$ cat src/rtl/alu_pipe.sv
// alu_pipe: handshaked, registered-result RV32-style ALU with an optional
// iterative M-extension unit (shift-add multiply, restoring divide).
// Base ops finish in one cycle; M ops take WIDTH+1 cycles from accept.
module alu_pipe #(
   parameter int WIDTH     = 32,
   parameter bit MULDIV_EN = 1'b1
) (
   input  logic             clk,
   input  logic             rst,
   input  logic             in_valid,
   output logic             in_ready,
   input  logic [4:0]       op,
   input  logic [WIDTH-1:0] op1,
   input  logic [WIDTH-1:0] op2,
   output logic             out_valid,
   input  logic             out_ready,
   output logic [WIDTH-1:0] result,
   output logic             busy
);
   localparam int SHW = $clog2(WIDTH);
   localparam logic [SHW-1:0] LAST = SHW'(WIDTH - 1);

   localparam logic [0:0] S_IDLE = 1'b0;
   localparam logic [0:0] S_BUSY = 1'b1;

   localparam logic [4:0] OP_ADD   = 5'd0;
   localparam logic [4:0] OP_SUB   = 5'd1;
   localparam logic [4:0] OP_AND   = 5'd2;
   localparam logic [4:0] OP_OR    = 5'd3;
   localparam logic [4:0] OP_XOR   = 5'd4;
   localparam logic [4:0] OP_SLT   = 5'd5;
   localparam logic [4:0] OP_SLTU  = 5'd6;
   localparam logic [4:0] OP_SLL   = 5'd7;
   localparam logic [4:0] OP_SRL   = 5'd8;
   localparam logic [4:0] OP_SRA   = 5'd9;
   localparam logic [4:0] OP_COPY1 = 5'd10;
   localparam logic [4:0] OP_MUL   = 5'd11;
   localparam logic [4:0] OP_MULH  = 5'd12;
   localparam logic [4:0] OP_MULHU = 5'd13;
   localparam logic [4:0] OP_DIV   = 5'd14;
   localparam logic [4:0] OP_DIVU  = 5'd15;
   localparam logic [4:0] OP_REM   = 5'd16;
   localparam logic [4:0] OP_REMU  = 5'd17;

   logic [0:0]         state;
   logic               live;        // low until the first edge after reset release
   logic [SHW-1:0]     cnt;
   logic [4:0]         op_r;
   logic [WIDTH-1:0]   dvs;         // multiplicand / divisor magnitude
   logic [2*WIDTH-1:0] acc;         // {hi, lo}: product, or {remainder, dividend->quotient}
   logic               neg_q, neg_r, b_zero;

   logic               accept, is_md, out_free, last, finish, step;
   logic               sgn_op, s1, s2;
   logic [WIDTH-1:0]   mag1, mag2;
   logic [SHW-1:0]     shamt;
   logic [WIDTH-1:0]   base_res, md_res;
   logic [2*WIDTH-1:0] acc_n;

   assign out_free = !out_valid || out_ready;
   assign in_ready = live && (state == S_IDLE) && out_free;
   assign accept   = in_valid && in_ready;
   assign is_md    = MULDIV_EN && (op >= OP_MUL) && (op <= OP_REMU);
   assign busy     = (state == S_BUSY);
   assign last     = busy && (cnt == LAST);
   // The final iteration loads the result, so it waits for a free output slot.
   assign finish   = last && out_free;
   assign step     = busy && (!last || out_free);
   assign shamt    = op2[SHW-1:0];

   // Signed M ops iterate on magnitudes; signs are reapplied at the end.
   assign sgn_op = (op == OP_MULH) || (op == OP_DIV) || (op == OP_REM);
   assign s1     = sgn_op && op1[WIDTH-1];
   assign s2     = sgn_op && op2[WIDTH-1];
   assign mag1   = s1 ? -op1 : op1;
   assign mag2   = s2 ? -op2 : op2;

   // Single-cycle base ALU; reserved encodings yield zero.
   always_comb begin
      base_res = '0;
      case (op)
         OP_ADD:   base_res = op1 + op2;
         OP_SUB:   base_res = op1 - op2;
         OP_AND:   base_res = op1 & op2;
         OP_OR:    base_res = op1 | op2;
         OP_XOR:   base_res = op1 ^ op2;
         OP_SLT:   base_res = {{(WIDTH-1){1'b0}}, ($signed(op1) < $signed(op2))};
         OP_SLTU:  base_res = {{(WIDTH-1){1'b0}}, (op1 < op2)};
         OP_SLL:   base_res = op1 << shamt;
         OP_SRL:   base_res = op1 >> shamt;
         OP_SRA:   base_res = $signed(op1) >>> shamt;
         OP_COPY1: base_res = op1;
         default:  base_res = '0;
      endcase
   end

   // One multiply or divide iteration on the shared accumulator.
   always_comb begin
      logic [WIDTH-1:0] addend;
      logic [WIDTH:0]   msum, shf, dif;
      logic             ge;
      logic [WIDTH-1:0] rem_n;
      addend = acc[0] ? dvs : '0;
      msum   = {1'b0, acc[2*WIDTH-1:WIDTH]} + {1'b0, addend};
      shf    = acc[2*WIDTH-1:WIDTH-1];
      ge     = (shf >= {1'b0, dvs});
      dif    = shf - {1'b0, dvs};
      rem_n  = ge ? dif[WIDTH-1:0] : shf[WIDTH-1:0];
      if (op_r <= OP_MULHU)
         acc_n = {msum, acc[WIDTH-1:1]};
      else
         acc_n = {rem_n, acc[WIDTH-2:0], ge};
   end

   // Sign correction and special cases applied to the final iteration's value.
   always_comb begin
      logic [2*WIDTH-1:0] prod;
      logic [WIDTH-1:0]   q, r;
      prod   = neg_q ? -acc_n : acc_n;
      q      = acc_n[WIDTH-1:0];
      r      = acc_n[2*WIDTH-1:WIDTH];
      md_res = '0;
      case (op_r)
         OP_MUL:            md_res = prod[WIDTH-1:0];
         OP_MULH, OP_MULHU: md_res = prod[2*WIDTH-1:WIDTH];
         OP_DIV:            md_res = b_zero ? '1 : (neg_q ? -q : q);
         OP_DIVU:           md_res = b_zero ? '1 : q;
         OP_REM:            md_res = neg_r ? -r : r;
         OP_REMU:           md_res = r;
         default:           md_res = '0;
      endcase
   end

   // Hold in_ready low for the first edge after reset release.
   always_ff @(posedge clk or negedge rst) begin
      if (!rst) live <= 1'b0;
      else      live <= 1'b1;
   end

   // Control FSM and iterative datapath state.
   always_ff @(posedge clk or negedge rst) begin
      if (!rst) begin
         state  <= S_IDLE;
         cnt    <= '0;
         op_r   <= '0;
         dvs    <= '0;
         acc    <= '0;
         neg_q  <= 1'b0;
         neg_r  <= 1'b0;
         b_zero <= 1'b0;
      end else if (state == S_IDLE) begin
         if (accept && is_md) begin
            state  <= S_BUSY;
            cnt    <= '0;
            op_r   <= op;
            dvs    <= mag2;
            acc    <= {{WIDTH{1'b0}}, mag1};
            neg_q  <= s1 ^ s2;
            neg_r  <= s1;
            b_zero <= (op2 == '0);
         end
      end else if (step) begin
         acc <= acc_n;
         cnt <= cnt + SHW'(1);
         if (last) state <= S_IDLE;
      end
   end

   // Output register: load on base accept or M completion, clear on consume.
   always_ff @(posedge clk or negedge rst) begin
      if (!rst) begin
         out_valid <= 1'b0;
         result    <= '0;
      end else if (accept && !is_md) begin
         out_valid <= 1'b1;
         result    <= base_res;
      end else if (finish) begin
         out_valid <= 1'b1;
         result    <= md_res;
      end else if (out_ready) begin
         out_valid <= 1'b0;
      end
   end
endmodule

$ cat config.mk
export PLATFORM = sky130hd
export DESIGN_NAME = alu_pipe
export DESIGN_NICKNAME = d
export VERILOG_FILES = /design/src/rtl/alu_pipe.sv
export SDC_FILE = /design/constraint.sdc
export NUM_CORES = 1
export LEC_CHECK = 0
export CAP_MARGIN = 20
export CORE_ASPECT_RATIO = 2
export CORE_UTILIZATION = 64
export CTS_CLUSTER_DIAMETER = 30
export DETAILED_ROUTE_END_ITERATION = 12
export PLACE_DENSITY_LB_ADDON = 0.12
export SLEW_MARGIN = 15
export SYNTH_ARGS = -nofsm -noshare
export SYNTH_HDL_FRONTEND = slang
export SYNTH_SLANG_ARGS = --single-unit
$ cat constraint.sdc
create_clock -name clk -period 6.2 [get_ports clk]
set_clock_uncertainty 0.1 [all_clocks]
set_input_delay 1.24 -clock clk [delete_from_list [all_inputs] [get_ports clk]]
set_output_delay 1.24 -clock clk [all_outputs]
set_load 0.01 [all_outputs]
==> results.md, run 1 <==
* Status: did not finish
* Stopped at: global routing (5_1_grt)
* Error msg: [ERROR GRT-0116] Global routing finished with congestion. Check the congestion regions in the DRC Viewer.
* Initial Util at 0.653
* Die Width at 139 um
* Cts hold-fix bufs at 0
* Inserted Clock Buffers at 17
* Post-synth EDFFs at 0
* Vias in the first global route at 33300
* Synth Instances at 3424
* YS warnings at 0
* Synth cell types at 100
* Root Driver: clkbuf_16
* Synth area leaders: dfrtp_1 15%, ha_1 8.7%, o21ai_0 7.7%
* # H-tree levels at 4
* HPWL after detailed placement at 91800 um
* Largest net degree at the start of global routing at 91
* Seq cells post-synth at 144
* Row cnt at 99
* Bufs on Longest Clock Path at 2
* Synth Flop Type: dfrtp_1
* Seq/Total Area, Yosys at 0.151
* Placed cells at 3869
* Post CTS Setup Buffer Count at 0
* Tot GR Track Use at 0.754
* Io pins at 108
* Synth top area share at 0.151
* Gr ovfl total at 465
* Die H at 275 um
* Final GP Congestion at 1.24
* First-pass GRT wire length at 226000 um
* Syn_nets at 3667
* Netlist Area Pre-Place at 23900 um2
* Async SR Flop Fraction at 1.00
* CTS resizes at 0
* CTS sink count at 144
* PortBufs at 107
* Synth area leader: dfrtp_1
* Syn Area/Cell at 6.99 um2
[metrics by stage]
stage               setup WS [ns]  hold WS [ns]  area, um2  utilization
floorplan                   0.507         0.363      23900            -
global placement            0.424         0.379      25700        0.701
detailed placement          0.451         0.380      25700        0.701
CTS                         0.611         0.396      26400        0.719
[logic make-up after synthesis]
logic type                 Yosys count  synth area share
AOI/OAI and AO/OA                 1235             0.336
and+or+nand+nor                   1190             0.233
buffers and inverters              411            0.0666
adders and majority gates          172            0.0910
DFF                                144             0.151
xor gates and xnor gates           138            0.0505
muxes                              133            0.0727
other                                1          0.000157
[Yosys cell counts, types with 23 or more instances]
| cell | n |
|---|---|
| a211oi_1 | 47 |
| a21o_1 | 35 |
| a21oi_1 | 249 |
| a221o_1 | 27 |
| a221oi_1 | 38 |
| a31oi_1 | 71 |
| and2_1 | 44 |
| and3_1 | 23 |
| buf_1 | 35 |
| buf_2 | 24 |
| clkbuf_1 | 196 |
| dfrtp_1 | 144 |
| ha_1 | 166 |
| inv_1 | 148 |
| mux2i_1 | 95 |
| mux4_2 | 32 |
| nand2_1 | 406 |
| nand2b_1 | 23 |
| nand3_1 | 87 |
| nand4_1 | 39 |
| nor2_1 | 312 |
| nor2b_1 | 33 |
| nor3_1 | 89 |
| nor4_1 | 37 |
| o211ai_1 | 61 |
| o21a_1 | 25 |
| o21ai_0 | 369 |
| o21bai_1 | 27 |
| o22ai_1 | 39 |
| o31ai_1 | 35 |
| xnor2_1 | 106 |
| xor2_1 | 32 |
[metal layers]
metal  overflow  track usage
met3         14        0.520
met2        300        0.994
met4        151        0.830
met5          0       0.0664
met1          0        0.736
==> run 2: changes to the inputs <==
--- a/config.mk
+++ b/config.mk
@@ -6,11 +6,9 @@
 export NUM_CORES = 1
 export LEC_CHECK = 0
 export CAP_MARGIN = 20
-export CORE_ASPECT_RATIO = 2
-export CORE_UTILIZATION = 64
-export CTS_CLUSTER_DIAMETER = 30
+export CORE_UTILIZATION = 40
 export DETAILED_ROUTE_END_ITERATION = 12
-export PLACE_DENSITY_LB_ADDON = 0.12
+export PLACE_DENSITY_LB_ADDON = 0.15
 export SLEW_MARGIN = 15
 export SYNTH_ARGS = -nofsm -noshare
 export SYNTH_HDL_FRONTEND = slang
==> run 2 against run 1 <==
Against the previous run:
- the run now ends clean
- synthesized cell count stayed put
- synthesized area did not move
==> results.md, run 2 <==
* Max reg flops at 64
* Most frequent cells in the layout: 406 x nand2_1, 369 x o21ai_0, 311 x nor2_1
* Unrepaired setup endpoints after global routing: false
* Most numerous cell in the Yosys netlist: nand2_1
* Row cnt at 89
* Syn_nets at 3667
* Die Width at 247 um
* Synth top area share at 0.151
* Hold Vio Cnt, Final at 0
* Post-synth EDFFs at 0
* Routed WL at 127000 um
* # H-tree levels at 4
* Tcrit/Tclk final at 0.953
* CP cell instances: inv_1, ha_1, nand4_1, o311ai_1, o21ai_2, buf_4, a2111oi_2, a211oi_1, nor3_1, nand4_1, o211ai_1, o31ai_1, a221oi_1, o21ai_0
* Clock Latency Late Sink at 0.45 ns
* Gr busiest metal: met2
* Worst-path clk slew at 0.07 ns
* M1 GR Usage at 0.513
* CTS resizes at 0
* Reg area at 3600 um2
* Detailed-route via count at 28800
* Biggest regs: acc x64, dvs x32, result x32
* Bufs on Longest Clock Path at 2
* Ratio of cells with drive above 1 in the final layout at 0.0911
* Inserted Clock Buffers at 17
* Area growth syn-to-layout at 12.6%
* Die H at 247 um
* Final net count at 3711
* P_leak at 10.9 nW
* Largest net degree at the start of global routing at 101
* Most common cell after layout, fill and taps aside: nand2_1
* Global-route track usage on met3 at 0.0650
* # fillers at 6107
* Syn Area/Cell at 6.99 um2
* Peak Freq at 169 MHz
* Max cap viols at 0
* Top cells by count, synth: 406 x nand2_1, 369 x o21ai_0, 312 x nor2_1
* Routed length per placed instance at 29.8 um
* Crit path kind: reg2reg
* WP buf/inv at 2
* Met2 Use GR at 0.656
* Tot GR Track Use at 0.411
* Post CTS Setup Buffer Count at 0
* Gr ovfl total at 0
* Slew @ Worst Pin at 1.29 ns
* Final setup fails at 0
* YS warnings at 0
* Data arrival, critical path at 6.11 ns
* First-pass GRT wire length at 185000 um
* Core ar. at 59000 um2
* Critical Path Max Stage Delay at 1.00 ns
* Async SR Flop Fraction at 1.00
* Initial antenna violation count at 3
* HPWL after detailed placement at 101000 um
* CP most frequent cell: nand4_1
* Final GP Congestion at 1.06
* Final min period at 5.91 ns
* Synth Instances at 3424
* Crit-path slowest cell: nor3_1
* DR pass1 iterations at 7
* Io pins at 108
* CTS sink count at 144
* PortBufs at 107
* Worst hold path type: reg2reg
* Cts hold-fix bufs at 0
* Synth area leader: dfrtp_1
* Vias in the first global route at 26800
* Critical path required time at 6.40 ns
* Max Slew Vio Count at 0
* Pwr Density at 499 nW/um2
* Worst vdd ir at 0.404 mV
* Drt drc at 0
* Synth area leaders: dfrtp_1 15%, ha_1 8.7%, o21ai_0 7.7%
* CTS tree: done
* Design Power at 0.0134 W
* Max-slew headroom at 0.117
* Synth Flop Type: dfrtp_1
* Seq cells post-synth at 144
* Netlist Area Pre-Place at 23900 um2
* Detail Route Antenna Nets at 0
* Die ar. at 60800 um2
* Setup crit end kind: flip-flop
* Status: completed
* Setup TNS at 0 ns
* Seq/Total Area, Yosys at 0.151
* Biggest register: acc
* Startpoint types: flip-flop
* CP top delay family: compound AO/OA/AOI/OAI gates
* Initial Util at 0.405
* Crit-path max FO at 22
* Synth cell types at 100
* Root Driver: clkbuf_16
* DRT iter0 DRCs at 3559
* Multi-input gate area at 18800 um2
* DR vias/cell at 6.76
[run 2: cell counts after synthesis]
No cell type changed its count.
[run 2: area by class of cell]
cell class                      instances  share of cell area
Antenna cell                            1           0.0000929
Clock buffer                           17              0.0158
Clock inverter                         15             0.00566
Inverter                              151              0.0210
Multi-Input combinational cell       2869               0.698
Sequential cell                       144               0.134
Tap cell                              773              0.0359
Timing Repair Buffer                  285              0.0898
[run 2: path summary, 6_finish.rpt]
path,start,to,slack (ns),cells past startpoint
hold / removal,result[2],result[2],0.40,2
max in group asynchronous,rst,dvs[12],4.11,2
setup reg to reg,dvs[16],result[21],0.29,14
hold reg to reg,result[2],result[2],0.40,2
min in group asynchronous,rst,acc[48],0.56,1
setup / recovery,dvs[16],result[21],0.29,14
[run 2: tightest hold or removal path, cell delays in order, from the launching register on]
cell,delay [ns]
dfrtp_1,0.35
nand2_1,0.05
o21ai_0,0.06
[run 2: metrics by stage]
stage | setup WS (ns) | cell area, um2 | hold WS (ns) | std cells | util
6_report | 0.290 | 26900 | 0.396 | 4255 | 0.457
5_1_grt | 0.0768 | 26900 | 0.436 | 4254 | 0.457
4_1_cts | 0.515 | 26900 | 0.400 | 4254 | 0.457
3_5_place_dp | 0.320 | 26400 | 0.385 | 4222 | 0.447
3_3_place_gp | 0.357 | 26400 | 0.369 | 4222 | 0.447
2_1_floorplan | 0.507 | 23900 | 0.363 | 3424 | -
[run 2: kinds of logic (layout without fill, tap and decap cells)]
| kind of cell | Yosys count | after routing | share of synthesized area |
|---|---|---|---|
| compound gates | 1235 | 1235 | 0.336 |
| simple gates | 1190 | 1190 | 0.233 |
| buf+inv | 411 | 468 | 0.0666 |
| fa+ha+maj | 172 | 172 | 0.0910 |
| flops | 144 | 144 | 0.151 |
| xor+xnor | 138 | 138 | 0.0505 |
| mux | 133 | 133 | 0.0727 |
| other cells | 1 | 2 | 0.000157 |
[run 2: power by group]
group / total [W] / switching (W) / internal [W]
sequential: 0.00205 / 0.000653 / 0.00140
clock: 0.00106 / 0.000492 / 0.000565
combinational: 0.0103 / 0.00670 / 0.00364
total: 0.0134 / 0.00784 / 0.00560
[run 2: metal layers]
metal / part of all wire / vias to the layer above / wire, um
li1: - / 12800 / -
met1: 0.39 / 13900 / 49900
met2: 0.45 / 1683 / 57000
met3: 0.084 / 362 / 10600
met4: 0.074 / 4 / 9450
met5: 0.00024 / - / 30
Power figures use the tool's default switching activity.
